==> src/rtl/unidade_controle_if.sv <==
// Control bus between the instruction source and the multicycle controller:
// instruction handshake in, ALU control, datapath strobes and status out.
interface unidade_controle_if;
   localparam int unsigned INSTR_W = 32;
   localparam int unsigned STATE_W = 4;
   localparam int unsigned ALU_W   = 4;
   localparam int unsigned IMM_W   = 12;

   logic               instr_valid;
   logic [INSTR_W-1:0] instrucao;
   logic [STATE_W-1:0] estado;
   logic [ALU_W-1:0]   alucontrol;
   logic               alusrc;
   logic [IMM_W-1:0]   imediato;
   logic               negativo;
   logic               branch;
   logic               reg_write;
   logic               mem_read;
   logic               mem_write;
   logic               mem_to_reg;
   logic               pc_write;
   logic               busy;
   logic               done;
   logic               ilegal;

   modport master (
      output instr_valid, instrucao,
      input  estado, alucontrol, alusrc, imediato, negativo, branch,
             reg_write, mem_read, mem_write, mem_to_reg, pc_write,
             busy, done, ilegal
   );

   modport slave (
      input  instr_valid, instrucao,
      output estado, alucontrol, alusrc, imediato, negativo, branch,
             reg_write, mem_read, mem_write, mem_to_reg, pc_write,
             busy, done, ilegal
   );
endinterface

==> src/rtl/unidade_controle.sv <==
// Multicycle RV32I-subset control FSM: decodes one instruction at a time and
// sequences ALU controls, register-file, memory and PC strobes.
module unidade_controle (
   input  logic              clk,
   input  logic              rst_n,
   unidade_controle_if.slave bus
);
   localparam int unsigned INSTR_W = 32;
   localparam int unsigned ALU_W   = 4;
   localparam int unsigned IMM_W   = 12;

   localparam logic [6:0] OP_R      = 7'b0110011;
   localparam logic [6:0] OP_IMM    = 7'b0010011;
   localparam logic [6:0] OP_LOAD   = 7'b0000011;
   localparam logic [6:0] OP_STORE  = 7'b0100011;
   localparam logic [6:0] OP_BRANCH = 7'b1100011;

   typedef enum logic [3:0] {
      ST_IDLE    = 4'b0000,
      ST_DECODE  = 4'b0010,
      ST_READ    = 4'b0011,
      ST_EXEC_RI = 4'b0101,
      ST_EXEC_MB = 4'b0110,
      ST_MEM     = 4'b0111,
      ST_WB      = 4'b1000,
      ST_PC      = 4'b1001,
      ST_TRAP    = 4'b1111
   } state_t;

   typedef enum logic [2:0] {
      K_R, K_OPI, K_LOAD, K_STORE, K_BRANCH, K_ILLEGAL
   } kind_t;

   typedef struct packed {
      kind_t            kind;
      logic [ALU_W-1:0] alucontrol;
      logic             alusrc;
      logic             branch;
      logic [IMM_W-1:0] imm;
   } decode_t;

   state_t             state, state_nx;
   logic [INSTR_W-1:0] instr_q;
   decode_t            dec;
   logic               imm_neg;
   logic [IMM_W-1:0]   imm_mag;

   logic [ALU_W-1:0]   alucontrol_q;
   logic               alusrc_q, branch_q, negativo_q;
   logic [IMM_W-1:0]   imediato_q;
   logic               busy_q, done_q, ilegal_q, pc_write_q;
   logic               reg_write_q, mem_read_q, mem_write_q, mem_to_reg_q;
   logic               busy_d, done_d, ilegal_d, pc_write_d;
   logic               reg_write_d, mem_read_d, mem_write_d, mem_to_reg_d;

   // rs1 is consumed by the datapath only
   logic unused_rs1;
   assign unused_rs1 = ^instr_q[19:15];

   // Instruction decode from the latched word
   always_comb begin
      dec.kind       = K_ILLEGAL;
      dec.alucontrol = '0;
      dec.alusrc     = 1'b0;
      dec.branch     = 1'b0;
      dec.imm        = '0;
      case (instr_q[6:0])
         OP_R: begin
            dec.kind = K_R;
            case (instr_q[14:12])
               3'b000: begin
                  if (instr_q[31:25] == 7'b0000000)      dec.alucontrol = 4'b0010;
                  else if (instr_q[31:25] == 7'b0100000) dec.alucontrol = 4'b0110;
                  else                                   dec.kind = K_ILLEGAL;
               end
               3'b111: dec.alucontrol = 4'b0000;
               3'b110: dec.alucontrol = 4'b0001;
               3'b100: dec.alucontrol = 4'b0100;
               3'b101: begin
                  if (instr_q[31:25] == 7'b0000000) dec.alucontrol = 4'b0101;
                  else                              dec.kind = K_ILLEGAL;
               end
               3'b001: dec.alucontrol = 4'b1010;
               default: dec.kind = K_ILLEGAL;
            endcase
         end
         OP_IMM: begin
            dec.kind   = K_OPI;
            dec.alusrc = 1'b1;
            dec.imm    = instr_q[31:20];
            case (instr_q[14:12])
               3'b000: dec.alucontrol = 4'b0011;
               3'b110: dec.alucontrol = 4'b1001;
               3'b001: begin
                  dec.alucontrol = 4'b1010;
                  dec.imm        = {7'b0000000, instr_q[24:20]};
               end
               default: dec.kind = K_ILLEGAL;
            endcase
         end
         OP_LOAD: begin
            dec.kind   = K_LOAD;
            dec.alusrc = 1'b1;
            dec.imm    = instr_q[31:20];
            case (instr_q[14:12])
               3'b010:  dec.alucontrol = 4'b0010;
               3'b000:  dec.alucontrol = 4'b1100;
               default: dec.kind = K_ILLEGAL;
            endcase
         end
         OP_STORE: begin
            dec.kind   = K_STORE;
            dec.alusrc = 1'b1;
            dec.imm    = {instr_q[31:25], instr_q[11:7]};
            if (instr_q[14:12] == 3'b010) dec.alucontrol = 4'b0010;
            else                          dec.kind = K_ILLEGAL;
         end
         OP_BRANCH: begin
            dec.kind   = K_BRANCH;
            dec.alusrc = 1'b1;
            dec.branch = 1'b1;
            // B-format offset is kept halved, so it fits the 12-bit field
            dec.imm    = {instr_q[31], instr_q[7], instr_q[30:25], instr_q[11:8]};
            case (instr_q[14:12])
               3'b000:  dec.alucontrol = 4'b0110;
               3'b001:  dec.alucontrol = 4'b1111;
               default: dec.kind = K_ILLEGAL;
            endcase
         end
         default: dec.kind = K_ILLEGAL;
      endcase
      if (dec.kind == K_ILLEGAL) begin
         dec.alucontrol = '0;
         dec.alusrc     = 1'b0;
         dec.branch     = 1'b0;
         dec.imm        = '0;
      end
   end

   // Sign/magnitude split; -2048 maps to magnitude 0x800
   assign imm_neg = dec.imm[IMM_W-1];
   assign imm_mag = imm_neg ? ((~dec.imm) + 12'd1) : dec.imm;

   // State and output registers
   always_ff @(posedge clk or negedge rst_n) begin
      if (!rst_n) begin
         state        <= ST_IDLE;
         busy_q       <= 1'b0;
         done_q       <= 1'b0;
         ilegal_q     <= 1'b0;
         pc_write_q   <= 1'b0;
         reg_write_q  <= 1'b0;
         mem_read_q   <= 1'b0;
         mem_write_q  <= 1'b0;
         mem_to_reg_q <= 1'b0;
      end else begin
         state        <= state_nx;
         busy_q       <= busy_d;
         done_q       <= done_d;
         ilegal_q     <= ilegal_d;
         pc_write_q   <= pc_write_d;
         reg_write_q  <= reg_write_d;
         mem_read_q   <= mem_read_d;
         mem_write_q  <= mem_write_d;
         mem_to_reg_q <= mem_to_reg_d;
      end
   end

   // Instruction latch on accept; ALU controls captured on leaving DECODE
   always_ff @(posedge clk or negedge rst_n) begin
      if (!rst_n) begin
         instr_q      <= '0;
         alucontrol_q <= '0;
         alusrc_q     <= 1'b0;
         branch_q     <= 1'b0;
         imediato_q   <= '0;
         negativo_q   <= 1'b0;
      end else begin
         if (state == ST_IDLE && bus.instr_valid) instr_q <= bus.instrucao;
         if (state == ST_DECODE) begin
            alucontrol_q <= dec.alucontrol;
            alusrc_q     <= dec.alusrc;
            branch_q     <= dec.branch;
            imediato_q   <= imm_mag;
            negativo_q   <= imm_neg;
         end
      end
   end

   // Next-state logic
   always_comb begin
      state_nx = state;
      case (state)
         ST_IDLE:    if (bus.instr_valid) state_nx = ST_DECODE;
         ST_DECODE:  state_nx = (dec.kind == K_ILLEGAL) ? ST_TRAP : ST_READ;
         ST_READ:    state_nx = (dec.kind == K_R || dec.kind == K_OPI) ? ST_EXEC_RI : ST_EXEC_MB;
         ST_EXEC_RI: state_nx = ST_WB;
         ST_EXEC_MB: state_nx = (dec.kind == K_BRANCH) ? ST_PC : ST_MEM;
         ST_MEM:     state_nx = (dec.kind == K_LOAD) ? ST_WB : ST_PC;
         ST_WB:      state_nx = ST_PC;
         ST_PC:      state_nx = ST_IDLE;
         ST_TRAP:    state_nx = ST_TRAP;
         default:    state_nx = ST_IDLE;
      endcase
   end

   // Strobes are decoded from the next state so they register in step with estado
   always_comb begin
      busy_d       = 1'b0;
      done_d       = 1'b0;
      ilegal_d     = 1'b0;
      pc_write_d   = 1'b0;
      reg_write_d  = 1'b0;
      mem_read_d   = 1'b0;
      mem_write_d  = 1'b0;
      mem_to_reg_d = 1'b0;
      busy_d       = (state_nx != ST_IDLE);
      ilegal_d     = (state_nx == ST_TRAP);
      done_d       = (state_nx == ST_PC);
      pc_write_d   = (state_nx == ST_PC);
      reg_write_d  = (state_nx == ST_WB);
      mem_to_reg_d = (state_nx == ST_WB)  && (dec.kind == K_LOAD);
      mem_read_d   = (state_nx == ST_MEM) && (dec.kind == K_LOAD);
      mem_write_d  = (state_nx == ST_MEM) && (dec.kind == K_STORE);
   end

   assign bus.estado     = state;
   assign bus.alucontrol = alucontrol_q;
   assign bus.alusrc     = alusrc_q;
   assign bus.imediato   = imediato_q;
   assign bus.negativo   = negativo_q;
   assign bus.branch     = branch_q;
   assign bus.reg_write  = reg_write_q;
   assign bus.mem_read   = mem_read_q;
   assign bus.mem_write  = mem_write_q;
   assign bus.mem_to_reg = mem_to_reg_q;
   assign bus.pc_write   = pc_write_q;
   assign bus.busy       = busy_q;
   assign bus.done       = done_q;
   assign bus.ilegal     = ilegal_q;
endmodule

==> src/flat_wrapper.sv <==
// flat-port wrapper written by rule: the top's interface ports become plain ports
module unidade_controle_flat 
  (clk, rst_n, bus_instr_valid, bus_instrucao, bus_estado, bus_alucontrol, bus_alusrc, bus_imediato, bus_negativo, bus_branch, bus_reg_write, bus_mem_read, bus_mem_write, bus_mem_to_reg, bus_pc_write, bus_busy, bus_done, bus_ilegal);
  unidade_controle_if bus_i ();
  input  logic clk;
  input  logic rst_n;
  input wire logic [$bits(bus_i.instr_valid)-1:0] bus_instr_valid;
  input wire logic [$bits(bus_i.instrucao)-1:0] bus_instrucao;
  output wire logic [$bits(bus_i.estado)-1:0] bus_estado;
  output wire logic [$bits(bus_i.alucontrol)-1:0] bus_alucontrol;
  output wire logic [$bits(bus_i.alusrc)-1:0] bus_alusrc;
  output wire logic [$bits(bus_i.imediato)-1:0] bus_imediato;
  output wire logic [$bits(bus_i.negativo)-1:0] bus_negativo;
  output wire logic [$bits(bus_i.branch)-1:0] bus_branch;
  output wire logic [$bits(bus_i.reg_write)-1:0] bus_reg_write;
  output wire logic [$bits(bus_i.mem_read)-1:0] bus_mem_read;
  output wire logic [$bits(bus_i.mem_write)-1:0] bus_mem_write;
  output wire logic [$bits(bus_i.mem_to_reg)-1:0] bus_mem_to_reg;
  output wire logic [$bits(bus_i.pc_write)-1:0] bus_pc_write;
  output wire logic [$bits(bus_i.busy)-1:0] bus_busy;
  output wire logic [$bits(bus_i.done)-1:0] bus_done;
  output wire logic [$bits(bus_i.ilegal)-1:0] bus_ilegal;
  assign bus_i.instr_valid = bus_instr_valid;
  assign bus_i.instrucao = bus_instrucao;
  assign bus_estado = bus_i.estado;
  assign bus_alucontrol = bus_i.alucontrol;
  assign bus_alusrc = bus_i.alusrc;
  assign bus_imediato = bus_i.imediato;
  assign bus_negativo = bus_i.negativo;
  assign bus_branch = bus_i.branch;
  assign bus_reg_write = bus_i.reg_write;
  assign bus_mem_read = bus_i.mem_read;
  assign bus_mem_write = bus_i.mem_write;
  assign bus_mem_to_reg = bus_i.mem_to_reg;
  assign bus_pc_write = bus_i.pc_write;
  assign bus_busy = bus_i.busy;
  assign bus_done = bus_i.done;
  assign bus_ilegal = bus_i.ilegal;
  unidade_controle u_core (.clk(clk), .rst_n(rst_n), .bus(bus_i));
endmodule
==> config.mk <==
export PLATFORM = sky130hd
export DESIGN_NAME = unidade_controle_flat
export DESIGN_NICKNAME = d
export VERILOG_FILES = /design/src/rtl/unidade_controle_if.sv /design/src/rtl/unidade_controle.sv /design/src/flat_wrapper.sv
export SDC_FILE = /design/constraint.sdc
export NUM_CORES = 1
export LEC_CHECK = 0
export ABC_CLOCK_PERIOD_IN_PS = 3750
export BUFFER_PORTS_ARGS = -buffer_cell sky130_fd_sc_hd__buf_4
export CORE_AREA = 5 5 85 87
export DETAILED_ROUTE_END_ITERATION = 16
export DIE_AREA = 0 0 90 92
export PLACE_DENSITY = 0.87
export SLEW_MARGIN = 10
export SYNTH_ARGS = -nofsm -noshare
export SYNTH_HDL_FRONTEND = slang
export SYNTH_SLANG_ARGS = --single-unit
export TNS_END_PERCENT = 30
==> constraint.sdc <==
create_clock -name clk -period 3.75 [get_ports clk]
set_input_delay 0.75 -clock clk [delete_from_list [all_inputs] [get_ports clk]]
set_output_delay 0.75 -clock clk [all_outputs]
set_load 0.005 [all_outputs]
==> run summary, run 1 <==
The count of nets left with antenna violations once routing finished came out at 0. By area the synthesized netlist is led by sky130_fd_sc_hd__dfrtp_1 (43%), sky130_fd_sc_hd__mux2_2 (8.6%), sky130_fd_sc_hd__nand2_1 (5.8%). Measured against its own limit, the worst slew margin works out to 45.1%. The fraction of synthesis flops using an asynchronous set or reset pin is 100%. Summed over all nets, the switching power comes to 0.250 mW. TritonCTS built the clock tree.

The number of max-slew violations in the final report came out at 0. For this run, the leading register cell type out of synthesis is sky130_fd_sc_hd__dfrtp_1. The worst-case reg-to-reg path depth came out at 10. The sequential element share of the synthesized area is 43.4%. The worst hold path belongs to the class in2async.

The detailed-route DRC error count is 0. Dividing the detail-routed wire length by the instance count gives 15.9 µm. The register with the most flip-flops in the layout has 27 of them. The floorplan step set the die height to 92 µm. The type of the worst setup path is reg2reg. Summed over all layers, the routed wires come to 8010 µm. The number of buffers on the longest clock path is 2.

The share of the synthesized area in the top cell type came out at 43.4%. The flow ran to the end, and the final reports show no timing, DRC or antenna violations. Across all layers, the routed design uses 3009 vias. The transition time at the pin with the least slew margin came out at 821 ps.

After clock tree synthesis, the clock-pin slew on the worst setup and hold paths is 70 ps. The synthesized net count came out at 403. The count of input and output buffers is 60. The power density over the cells is 299 nW/µm². The number of failing hold endpoints at the final stage came to 0. The share of the clock period used by the worst path is 85.4%. The internal power is 0.944 mW. STA classifies the critical path endpoint as a flip-flop. The buffers inserted during post-CTS setup optimization is 0.

The layout overhead on the synthesized area is 21.5%. The wire length of the first global-routing pass is 13500 µm. The maximum resistive drop on vdd is 0.000259 V. The number of register bits inferred by synthesis came out at 57.

The count of warnings emitted by yosys came out at 0. The source-to-sink clock delay at the later pin of the worst-skew pair came out at 340 ps. The weighted congestion at the end of routability-driven global placement is 0.932.

The deepest level of the CTS H-tree is 3. The post-layout net count is 458. The top achievable clock speed is 312 MHz. Entering global routing, the biggest net connects 58 pins. More flip-flops sit in one register than any other, and that register is u_core.instr_q. For the finished layout, the period the worst path requires is 3200 ps. The die outline area is 8280 µm². Measured along the x axis, the die boundary spans 90 µm.

Summed over all nets, the half-perimeter wirelength after detailed placement is 5910 µm. Per report_power, the combinational group accounts for 2.8% of the total. The number of global-route vias before repair came out at 2785. The sink count of the clock tree is 57. After detailed routing, the number of vias per cell comes to 5.97. After routing, the total negative slack on setup checks comes to 0 ps. The initial antenna violation count is 0. The all-layer global routing usage is 19.6%. The proportion of power drawn by flip-flops and latches is 51.5%.

The number of unique standard cell types used by synthesis is 54. In this run the worst path has a maximum fanout of 17. By instance count, the leading cell after synthesis is sky130_fd_sc_hd__dfrtp_1. The starting utilization of the core area is 52.4%. The fill cell total of the finished layout is 528. Max-cap violations in this run came to 0.

The area of placed instances came out at 3800 µm². The final standard cell area without fillers came out at 4000 µm². Setup repair after global routing left no endpoint under its margin. The leakage power came out at 1.76 nW. The synthesized area per cell is 8.96 µm².

For this run, the detailed router's first-pass iteration total came to 5. The count of boundary I/O pins came out at 66. The buffer cell driving the clock tree root is sky130_fd_sc_hd__clkbuf_8.

The antenna cell count is 0. For this design, the CTS-stage hold fixing added 0 buffers. Net switching is 21.0% of the power. The overflow left after global routing is 0. In this run, the number of DRC markers left after iteration 0 of detailed routing was 213. The count of mapped cells out of synthesis came out at 367. The fraction of final layout cells sized beyond drive strength 1 came out at 27.2%. Counting the buffers created by CTS gives 9. The number of placement rows came out at 29. The number of gates resized after CTS was 0.

The power share of the clock group came out at 45.7%. The worst endpoint required time is 4010 ps. The core region is 6280 µm². The clock tree skew after final layout came out at 8.78 ps. STA classifies the critical path startpoint as a flip-flop.

The library cell with the largest summed area after synthesis is sky130_fd_sc_hd__dfrtp_1. In this run the cell area of the synthesized design comes to 3290 µm². The commonest cells after synthesis are sky130_fd_sc_hd__dfrtp_1 (57), sky130_fd_sc_hd__nand2_1 (51), sky130_fd_sc_hd__o21ai_0 (28), sky130_fd_sc_hd__nor2_1 (26), sky130_fd_sc_hd__mux2_2 (25). Counting flops with a built-in enable in the synthesized netlist gives 0.

The final-report setup violation count is 0. Data arrives at the worst endpoint at 3460 ps.
-- layout make-up --
cell class / instances / area [µm²] / area share, %
Sequential cell: 57 / 1430 / 35.7
Clock inverter: 2 / 10.0 / 0.250
Multi-Input combinational cell: 279 / 1740 / 43.6
Tap cell: 77 / 96.3 / 2.41
Clock buffer: 14 / 183 / 4.57
Inverter: 6 / 22.5 / 0.564
Timing Repair Buffer: 69 / 518 / 13.0
-- metrics by stage --
| stage | hold slack (ps) | instances | power [mW] | utilization, % | worst slack [ps] |
|---|---|---|---|---|---|
| 2_1_floorplan | 454 | 367 | 0.627 | - | 853 |
| 3_3_place_gp | 464 | 488 | 0.661 | 60.6 | 634 |
| 3_5_place_dp | 473 | 488 | 0.661 | 60.6 | 599 |
| 4_1_cts | 483 | 504 | 1.20 | 63.7 | 579 |
| 5_1_grt | 514 | 504 | 1.24 | 63.7 | 362 |
| 6_report | 462 | 504 | 1.19 | 63.7 | 547 |
-- power groups by stage --
stage / sequential (mW) / clock (mW) / combinational (mW)
after floorplan: 0.626 / 0 / 0.000272
after global placement: 0.626 / 0 / 0.0343
after detailed placement: 0.626 / 0 / 0.0351
after CTS: 0.615 / 0.553 / 0.0352
after global routing: 0.615 / 0.585 / 0.0386
final: 0.615 / 0.545 / 0.0338
-- path summary, 6_finish.rpt --
check                           slack (ps)                     from                      end
worst max-delay path                   550        u_core.instr_q[4]   u_core.bus.imediato[8]
worst min-delay path                   460                    rst_n        u_core.bus.ilegal
worst max register to register         550        u_core.instr_q[4]   u_core.bus.imediato[8]
worst min register to register         480  u_core.bus.imediato[11]  u_core.bus.imediato[11]
max in group asynchronous             2830                    rst_n   u_core.bus.imediato[6]
min in group clk                       480  u_core.bus.imediato[11]  u_core.bus.imediato[11]
-- per-layer routing --
metal	track usage, %	routed length [µm]
met3	4.50	555
met4	7.20	113
met5	0	0
met2	29.9	3630
met1	27.4	3720
-- cell families (layout without fill, tap and decap cells) --
family / count (synthesis) / count (layout) / share of synthesized area (%)
AND/OR/NAND/NOR: 153 / 153 / 23.9
AO/OA/AOI/OAI: 89 / 89 / 16.9
flip-flops: 57 / 57 / 43.4
buffers and inverters: 31 / 91 / 3.80
multiplexers: 29 / 29 / 9.78
XOR/XNOR: 7 / 7 / 1.86
adder cells (fa/ha/maj): 1 / 1 / 0.380
-- cells in the final DEF (no fill, tap or decap), types with 7 or more instances in the layout --
cell / count
sky130_fd_sc_hd__buf_4: 69
sky130_fd_sc_hd__nor2_1: 25
sky130_fd_sc_hd__dfrtp_1: 57
sky130_fd_sc_hd__clkbuf_8: 13
sky130_fd_sc_hd__mux2_2: 25
sky130_fd_sc_hd__o31ai_1: 8
sky130_fd_sc_hd__o21ai_0: 28
sky130_fd_sc_hd__nor3_1: 14
sky130_fd_sc_hd__a21oi_1: 20
sky130_fd_sc_hd__nand3_1: 7
sky130_fd_sc_hd__nand2b_1: 8
sky130_fd_sc_hd__nand2_1: 51
sky130_fd_sc_hd__a31oi_1: 7
-- critical path, stage by stage, from the launching register on --
cell,delay (ps)
sky130_fd_sc_hd__dfrtp_1,640
sky130_fd_sc_hd__nand2b_1,260
sky130_fd_sc_hd__nor3_1,70
sky130_fd_sc_hd__or4b_1,640
sky130_fd_sc_hd__a21oi_1,330
sky130_fd_sc_hd__nand2_1,100
sky130_fd_sc_hd__ha_1,220
sky130_fd_sc_hd__and3_1,180
sky130_fd_sc_hd__and2_1,160
sky130_fd_sc_hd__or3b_1,360
sky130_fd_sc_hd__a31oi_1,160
No activity file was read; power rests on OpenSTA's default activity.
==> inputs of run 2 (changes only) <==
--- a/config.mk
+++ b/config.mk
@@ -8,6 +8,7 @@
 export ABC_CLOCK_PERIOD_IN_PS = 3750
 export BUFFER_PORTS_ARGS = -buffer_cell sky130_fd_sc_hd__buf_4
 export CORE_AREA = 5 5 85 87
+export CTS_BUF_LIST = sky130_fd_sc_hd__clkbuf_8
 export DETAILED_ROUTE_END_ITERATION = 16
 export DIE_AREA = 0 0 90 92
 export PLACE_DENSITY = 0.87
==> run 2 against run 1 <==
Critical path depth did not move; fmax rose by 0.64%; global-route usage is the same; hold slack is essentially flat; total power is 0.19% lower; combinational power about the same; register-to-register slack improved by 20 ps; wire length is 0.16% lower; via count hardly changed; die area is the same; sequential cell count did not move; largest cell class unchanged.
==> run summary, run 2 (synthesized netlist as in run 1, its figures left out) <==
The run finished with clean final reports. The worst slew margin relative to its limit was 45.2% (+0.058 points). The starting utilization of the core area is 52.4% (unchanged). The width of the chip came out at 90 µm (unchanged). The number of global-route vias before repair is 2785 (unchanged). The clock-pin transition on the worst setup and hold timing paths came out at 70 ps (about the same).

The tree is rooted in a sky130_fd_sc_hd__clkbuf_8. The number of max-cap violations is 0 (unchanged). The number of placement rows was 29 (unchanged). The maximum resistive drop on vdd is 0.000259 V (about the same).

The instance count after placement with tap cells included is 488 (unchanged). STA classifies the critical path endpoint as a flip-flop. The chip height came out at 92 µm (unchanged).

The area of placed instances came out at 3800 µm² (unchanged). The average wire per cell in the routed design was 15.9 µm (-0.16%). The placeable core region came out at 6280 µm² (unchanged). The combinational cell fraction of total power was 2.8% (about the same). The time the worst path needs with I/O delays and setup is 3180 ps (-20.3 ps).

The weighted congestion at the end of routability-driven global placement is 0.932 (unchanged). The overflow left after global routing came out at 0 (unchanged). The worst endpoint required time came out at 4010 ps (about the same). The via count normalized by instance count is 5.98 (about the same). The power density over the cells came out at 298 nW/µm² (-0.19%). In this run the worst hold path is classified as in2async. The post-detailed-routing wire length was 8000 µm (-0.16%). The count of boundary I/O pins came out at 66 (unchanged). The post-layout instance count excluding filler cells is 504 (unchanged).

The fraction of final layout cells sized beyond drive strength 1 is 27.2% (unchanged). The post-layout net count is 458 (unchanged). The via total after detailed routing is 3012 (+0.10%). The CTS tree is yes. The estimated wirelength of the detail-placed design is 5910 µm (unchanged). The count of input and output buffers is 60 (unchanged).

The met2 track demand over resource was 29.9% (unchanged). The number of resized instances in the post-cts repair step came out at 0 (unchanged). The most used routing layer is met2. The net load switching power came out at 0.251 mW (+0.19%). The number of max-slew violations in the final report is 0 (unchanged).

The internal power came out at 0.941 mW (-0.29%). The maximum number of pins on one net before global-route repair is 58 (unchanged). The antenna cell count came out at 0 (unchanged). The worst setup path is of the reg2reg kind. The global routing usage on met1 is 27.4% (unchanged). The sink count of the clock tree came out at 57 (unchanged). The top achievable clock speed is 314 MHz (+0.64%). The leading cell type in the layout, fill and taps excluded is sky130_fd_sc_hd__buf_4. The maximum fanout encountered on the critical timing path came out at 17 (unchanged). The number of nets still failing antenna checks after routing came to 0 (unchanged).

The cts-stage hold buffer count was 0 (unchanged). The critical path launch point type is a flip-flop. Setup repair after global routing left no endpoint under its margin. The power share of the clock group is 45.6% (about the same). The number of failing hold endpoints at the final stage is 0 (unchanged). The deepest level of the CTS H-tree is 3 (unchanged). The die outline area came out at 8280 µm² (unchanged). The data arrival time of the critical path came out at 3440 ps (-20 ps). The final standard cell area without fillers came to 4000 µm² (unchanged). The area occupied by registers is 1430 µm² (unchanged). The layout overhead on the synthesized area was 21.5% (unchanged). The clock tree skew after final layout is 8.89 ps (+0.108 ps). The number of buffers on the longest clock path is 2 (unchanged). The buffers inserted during post-CTS setup optimization came out at 0 (unchanged). Leaving out fill and tap cells, the most frequent cells in the layout are sky130_fd_sc_hd__buf_4 (69), sky130_fd_sc_hd__dfrtp_1 (57), sky130_fd_sc_hd__nand2_1 (51). The fill cell total of the finished layout is 528 (unchanged). The number of clock buffers inserted by TritonCTS is 9 (unchanged). The wire length of the first global-routing pass came out at 13500 µm (unchanged). The final-report setup violation count is 0 (unchanged). The detailed-route DRC error count came out at 0 (unchanged). The all-layer global routing usage came out at 19.6% (unchanged). The transition time at the pin with the least slew margin came out at 820 ps (-0.864 ps). The iteration count of the initial detailed-routing pass came to 5 (unchanged).

The initial antenna violation count is 0 (unchanged). The switching share of power is 21.0% (+0.079 points). The count of routing violations after the opening detailed-route iteration came out at 211 (-0.94%). The met3 layer usage reported by global route is 4.50% (unchanged). Ranked by flip-flop count, first place goes to u_core.instr_q. The source-to-sink clock delay at the later pin of the worst-skew pair came out at 340 ps (about the same). The number of flip-flops in the largest register came out at 27 (unchanged).

The combined area of the multi-input logic cells came out at 1740 µm² (unchanged). The total negative setup slack is 0 ps (unchanged). The proportion of power drawn by flip-flops and latches came to 51.6% (about the same).

The leakage power came out at 1.76 nW (+0.24%). The share of the clock period used by the worst path came to 84.9% (-0.54 points).
-- run 2: cell types whose count changed in the layout (fill, tap and decap cells not counted) --
| cell | previous run | this run |
|---|---|---|
| sky130_fd_sc_hd__clkbuf_1 | 1 | 0 |
| sky130_fd_sc_hd__inv_1 | 6 | 7 |
-- run 2: worst max-delay path, cell delays in order, from the launching register on --
cell and delay (ps):
sky130_fd_sc_hd__dfrtp_1 630, sky130_fd_sc_hd__nand2b_1 260, sky130_fd_sc_hd__nor3_1 70, sky130_fd_sc_hd__or4b_1 640
sky130_fd_sc_hd__a21oi_1 330, sky130_fd_sc_hd__nand2_1 100, sky130_fd_sc_hd__ha_1 220, sky130_fd_sc_hd__and3_1 180
sky130_fd_sc_hd__and2_1 160, sky130_fd_sc_hd__or3b_1 360, sky130_fd_sc_hd__a31oi_1 160
-- run 2: final cells by class --
cell class	count	share of cell area, %
multi-input combinational	279	43.6
sequential	57	35.7
timing repair buffer	69	13.0
clock buffer	13	4.48
tap	77	2.41
inverter	6	0.564
clock inverter	3	0.344
-- run 2: path summary, 6_finish.rpt --
| kind | cells after the start | from | slack, ps | end |
|---|---|---|---|---|
| min reg2reg | 2 | u_core.bus.imediato[11] | 480 | u_core.bus.imediato[11] |
| min in group clk | 2 | u_core.bus.imediato[11] | 480 | u_core.bus.imediato[11] |
| max reg2reg | 10 | u_core.instr_q[4] | 570 | u_core.bus.imediato[8] |
| max | 10 | u_core.instr_q[4] | 570 | u_core.bus.imediato[8] |
| min | 1 | rst_n | 460 | u_core.bus.ilegal |
| max in group asynchronous | 1 | rst_n | 2830 | u_core.bus.imediato[2] |
-- run 2: power groups by stage --
stage | logic, mW | registers, mW | clock network, mW
4_1_cts | 0.0352 | 0.615 | 0.551
3_5_place_dp | 0.0351 | 0.626 | 0
2_1_floorplan | 0.000272 | 0.626 | 0
6_report | 0.0338 | 0.615 | 0.543
3_3_place_gp | 0.0343 | 0.626 | 0
5_1_grt | 0.0386 | 0.615 | 0.582
-- run 2: stage by stage --
stage,hold slack [ps],setup WS [ps],util (%),power (mW)
floorplan,454,853,-,0.627
global placement,464,634,60.6,0.661
detailed placement,473,599,60.6,0.661
CTS,483,579,63.7,1.20
global route,515,362,63.7,1.24
finish,462,568,63.7,1.19
-- run 2: layer usage --
| metal | up-vias | share of wire, % |
|---|---|---|
| li1 | 1432 | - |
| met1 | 1434 | 46 |
| met2 | 134 | 45 |
| met3 | 12 | 7.0 |
| met4 | 0 | 1.6 |
| met5 | - | 0 |
==> inputs of run 3 (changes only) <==
--- a/config.mk
+++ b/config.mk
@@ -5,13 +5,13 @@
 export SDC_FILE = /design/constraint.sdc
 export NUM_CORES = 1
 export LEC_CHECK = 0
-export ABC_CLOCK_PERIOD_IN_PS = 3750
+export ABC_CLOCK_PERIOD_IN_PS = 2850
 export BUFFER_PORTS_ARGS = -buffer_cell sky130_fd_sc_hd__buf_4
-export CORE_AREA = 5 5 85 87
+export CORE_AREA = 5 5 86 88
 export CTS_BUF_LIST = sky130_fd_sc_hd__clkbuf_8
 export DETAILED_ROUTE_END_ITERATION = 16
-export DIE_AREA = 0 0 90 92
-export PLACE_DENSITY = 0.87
+export DIE_AREA = 0 0 91 93
+export PLACE_DENSITY = 0.88
 export SLEW_MARGIN = 10
 export SYNTH_ARGS = -nofsm -noshare
 export SYNTH_HDL_FRONTEND = slang
==> constraint.sdc (replaced) <==
create_clock -name clk -period 2.85 [get_ports clk]
set_input_delay 0.57 -clock clk [delete_from_list [all_inputs] [get_ports clk]]
set_output_delay 0.57 -clock clk [all_outputs]
set_load 0.005 [all_outputs]
==> run 3 against run 2 <==
Core utilization is 0.60 points lower; global-route usage rose by 0.36 points; count of clock-buffer cells in the layout shrank 3; first-iteration DRC count increased by 14%; non-clock buffer count rose by 15; largest power group unchanged.
==> run summary, run 3 (synthesized netlist as in run 1, its figures left out) <==
The worst setup path is captured at a flip-flop. Traced cell by cell, the critical path runs through or2_4, and4b_1, or4b_4, or2_4, ha_2, and3_1, and2_1, or3b_1, a31oi_1. The top achievable clock speed is 367 MHz (+17%). The fraction of final layout cells sized beyond drive strength 1 came out at 30.3% (+3.2 points). The maximum resistive drop on vdd is 0.000256 V (-1.1%). The type of the worst setup path is reg2reg. The power after layout came out at 1.58 mW (+32%). The clock-pin transition on the worst setup and hold timing paths came out at 70 ps (about the same).

The data arrival time of the critical path is 2970 ps (-470 ps). The master of the slowest instance on the critical path is sky130_fd_sc_hd__or4b_4. The power density over the cells was 381 nW/µm² (+28%). In this run the clock root is driven by a sky130_fd_sc_hd__clkbuf_8. The count of input and output buffers was 60 (unchanged). The clock tree skew after final layout is 12.2 ps (+3.35 ps).

The number of max-cap violations was 0 (unchanged). The layout overhead on the synthesized area came out at 25.9%. The via total after detailed routing came out at 3047 (+1.2%). Setup repair after global routing left no endpoint under its margin.

The estimated wirelength of the detail-placed design was 6190 µm (+4.8%). The leading cell type in the layout, fill and taps excluded is sky130_fd_sc_hd__buf_4. The sink count of the clock tree is 57 (unchanged).

The flow ran to the end, and the final reports show no timing, DRC or antenna violations. The source-to-sink clock delay at the later pin of the worst-skew pair came out at 340 ps (about the same). The die outline area is 8460 µm² (+2.2%).

The transition time at the pin with the least slew margin came to 718 ps (-103 ps). The register name with the most flops is u_core.instr_q. The final core utilization is 63.1% (-0.60 points). The weighted congestion at the end of routability-driven global placement came out at 0.931 (-0.11%). The total buffers and inverters traversed by the critical path came out at 0 (unchanged).

The CTS tree is yes. The count of boundary I/O pins is 66 (unchanged). The post-detailed-routing wire length came out at 8340 µm (+4.2%).

The number of clock buffers inserted by TritonCTS came out at 9 (unchanged). The number of buffers on the longest clock path was 2 (unchanged). The post-layout net count came out at 473 (+3.3%).

The width of the chip is 91 µm (+1.1%). The all-layer global routing usage came out at 20.0% (+0.36 points). The count of routing violations after the opening detailed-route iteration is 240 (+14%). The initial antenna violation count is 0 (unchanged). The total negative setup slack came out at 0 ps (unchanged). STA classifies the critical path startpoint as a flip-flop.

The average wire per cell in the routed design is 16.0 µm (+0.63%). By instance count, the cell type seen most on the critical path is sky130_fd_sc_hd__or2_4. The worst min-delay path class is in2async. The via count normalized by instance count came out at 5.84 (-2.3%). The overflow left after global routing was 0 (unchanged).

The worst endpoint required time came out at 3100 ps (-910 ps). The maximum fanout encountered on the critical timing path is 4 (-13). The leakage power came out at 1.84 nW (+4.2%).

The chip height came out at 93 µm (+1.1%). The maximum single-stage delay on the critical path came out at 540 ps (-100 ps). The starting utilization of the core area came out at 50.1% (-2.3 points). Grouping stages by cell kind, the critical path spends the most delay in simple AND/OR/NAND/NOR gates. The iteration count of the initial detailed-routing pass came out at 5 (unchanged). The time the worst path needs with I/O delays and setup was 2720 ps (-459 ps). The worst slew margin relative to its limit is 52.2% (+7.0 points). The number of global-route vias before repair came out at 2844 (+2.1%). The number of nets still failing antenna checks after routing came to 0 (unchanged). The detailed-route DRC error count came to 0 (unchanged). The number of failing hold endpoints at the final stage came out at 0 (unchanged). The buffers inserted during post-CTS setup optimization is 0 (unchanged). The placeable core region is 6570 µm² (+4.6%). The top cell types in the final layout, fill and taps aside, are sky130_fd_sc_hd__buf_4 (84), sky130_fd_sc_hd__dfrtp_1 (57), sky130_fd_sc_hd__nand2_1 (51). The antenna cell count is 0 (unchanged). The deepest level of the CTS H-tree came out at 3 (unchanged). The number of placement rows came out at 30 (+3.4%). The maximum number of pins on one net before global-route repair came out at 58 (unchanged). The number of flip-flops in the largest register is 27 (unchanged). The share of the clock period used by the worst path was 95.6% (+11 points). The final-report setup violation count was 0 (unchanged). The wire length of the first global-routing pass came out at 13900 µm (+3.2%). The number of max-slew violations in the final report was 0 (unchanged). The worst slack on hold paths came out at 273 ps (-189 ps).
==> run 3: where the power goes <==
group	switching, mW	internal (mW)
Combinational	0.0201	0.0249
Sequential	0	0.809
Clock	0.307	0.415
==> run 3: worst paths after layout <==
kind                       slack (ps)  cells after the start                    from                  endpoint
max in group asynchronous        2070                      1                   rst_n  u_core.bus.alucontrol[0]
min in group clk                  440                      3        bus_instrucao[9]         u_core.instr_q[9]
max reg2reg                       130                      9      u_core.instr_q[13]    u_core.bus.imediato[8]
min                               270                      1                   rst_n      u_core.bus.estado[0]
min reg2reg                       480                      2  u_core.bus.imediato[5]    u_core.bus.imediato[5]
max                               130                      9      u_core.instr_q[13]    u_core.bus.imediato[8]
==> run 3: repair_timing <==
action                                  CTS  global route
hold buffers                              0             0
endpoints found under the setup margin    0             3
resized for setup                         0             6
==> run 3: cell type report <==
type                       count  area [µm²]
timing repair buffer          84         631
clock buffer                  10         138
multi-input combinational    279        1770
inverter                       6        22.5
tap                           80         100
sequential                    57        1430
clock inverter                 6        51.3
fill                         542        2430
==> run 3: through the flow <==
stage | instances | area, µm² | setup WS (ps)
3_5_place_dp | 506 | 3920 | 27.7
6_report | 522 | 4140 | 126
5_1_grt | 522 | 4140 | 0.565
3_3_place_gp | 506 | 3920 | 65.0
2_1_floorplan | 367 | 3300 | 4.75
4_1_cts | 522 | 4110 | 4.75
==> run 3: layer usage <==
metal  share of wire [%]  wire length (µm)  global-route usage (%)  vias up
met1                  45              3730                    28.9     1429
met2                  46              3840                    29.7      145
li1                    -                 -                       -     1462
met3                 7.7               638                    3.62       11
met5                   0                 0                       0        -
met4                 1.6               132                    7.70        0
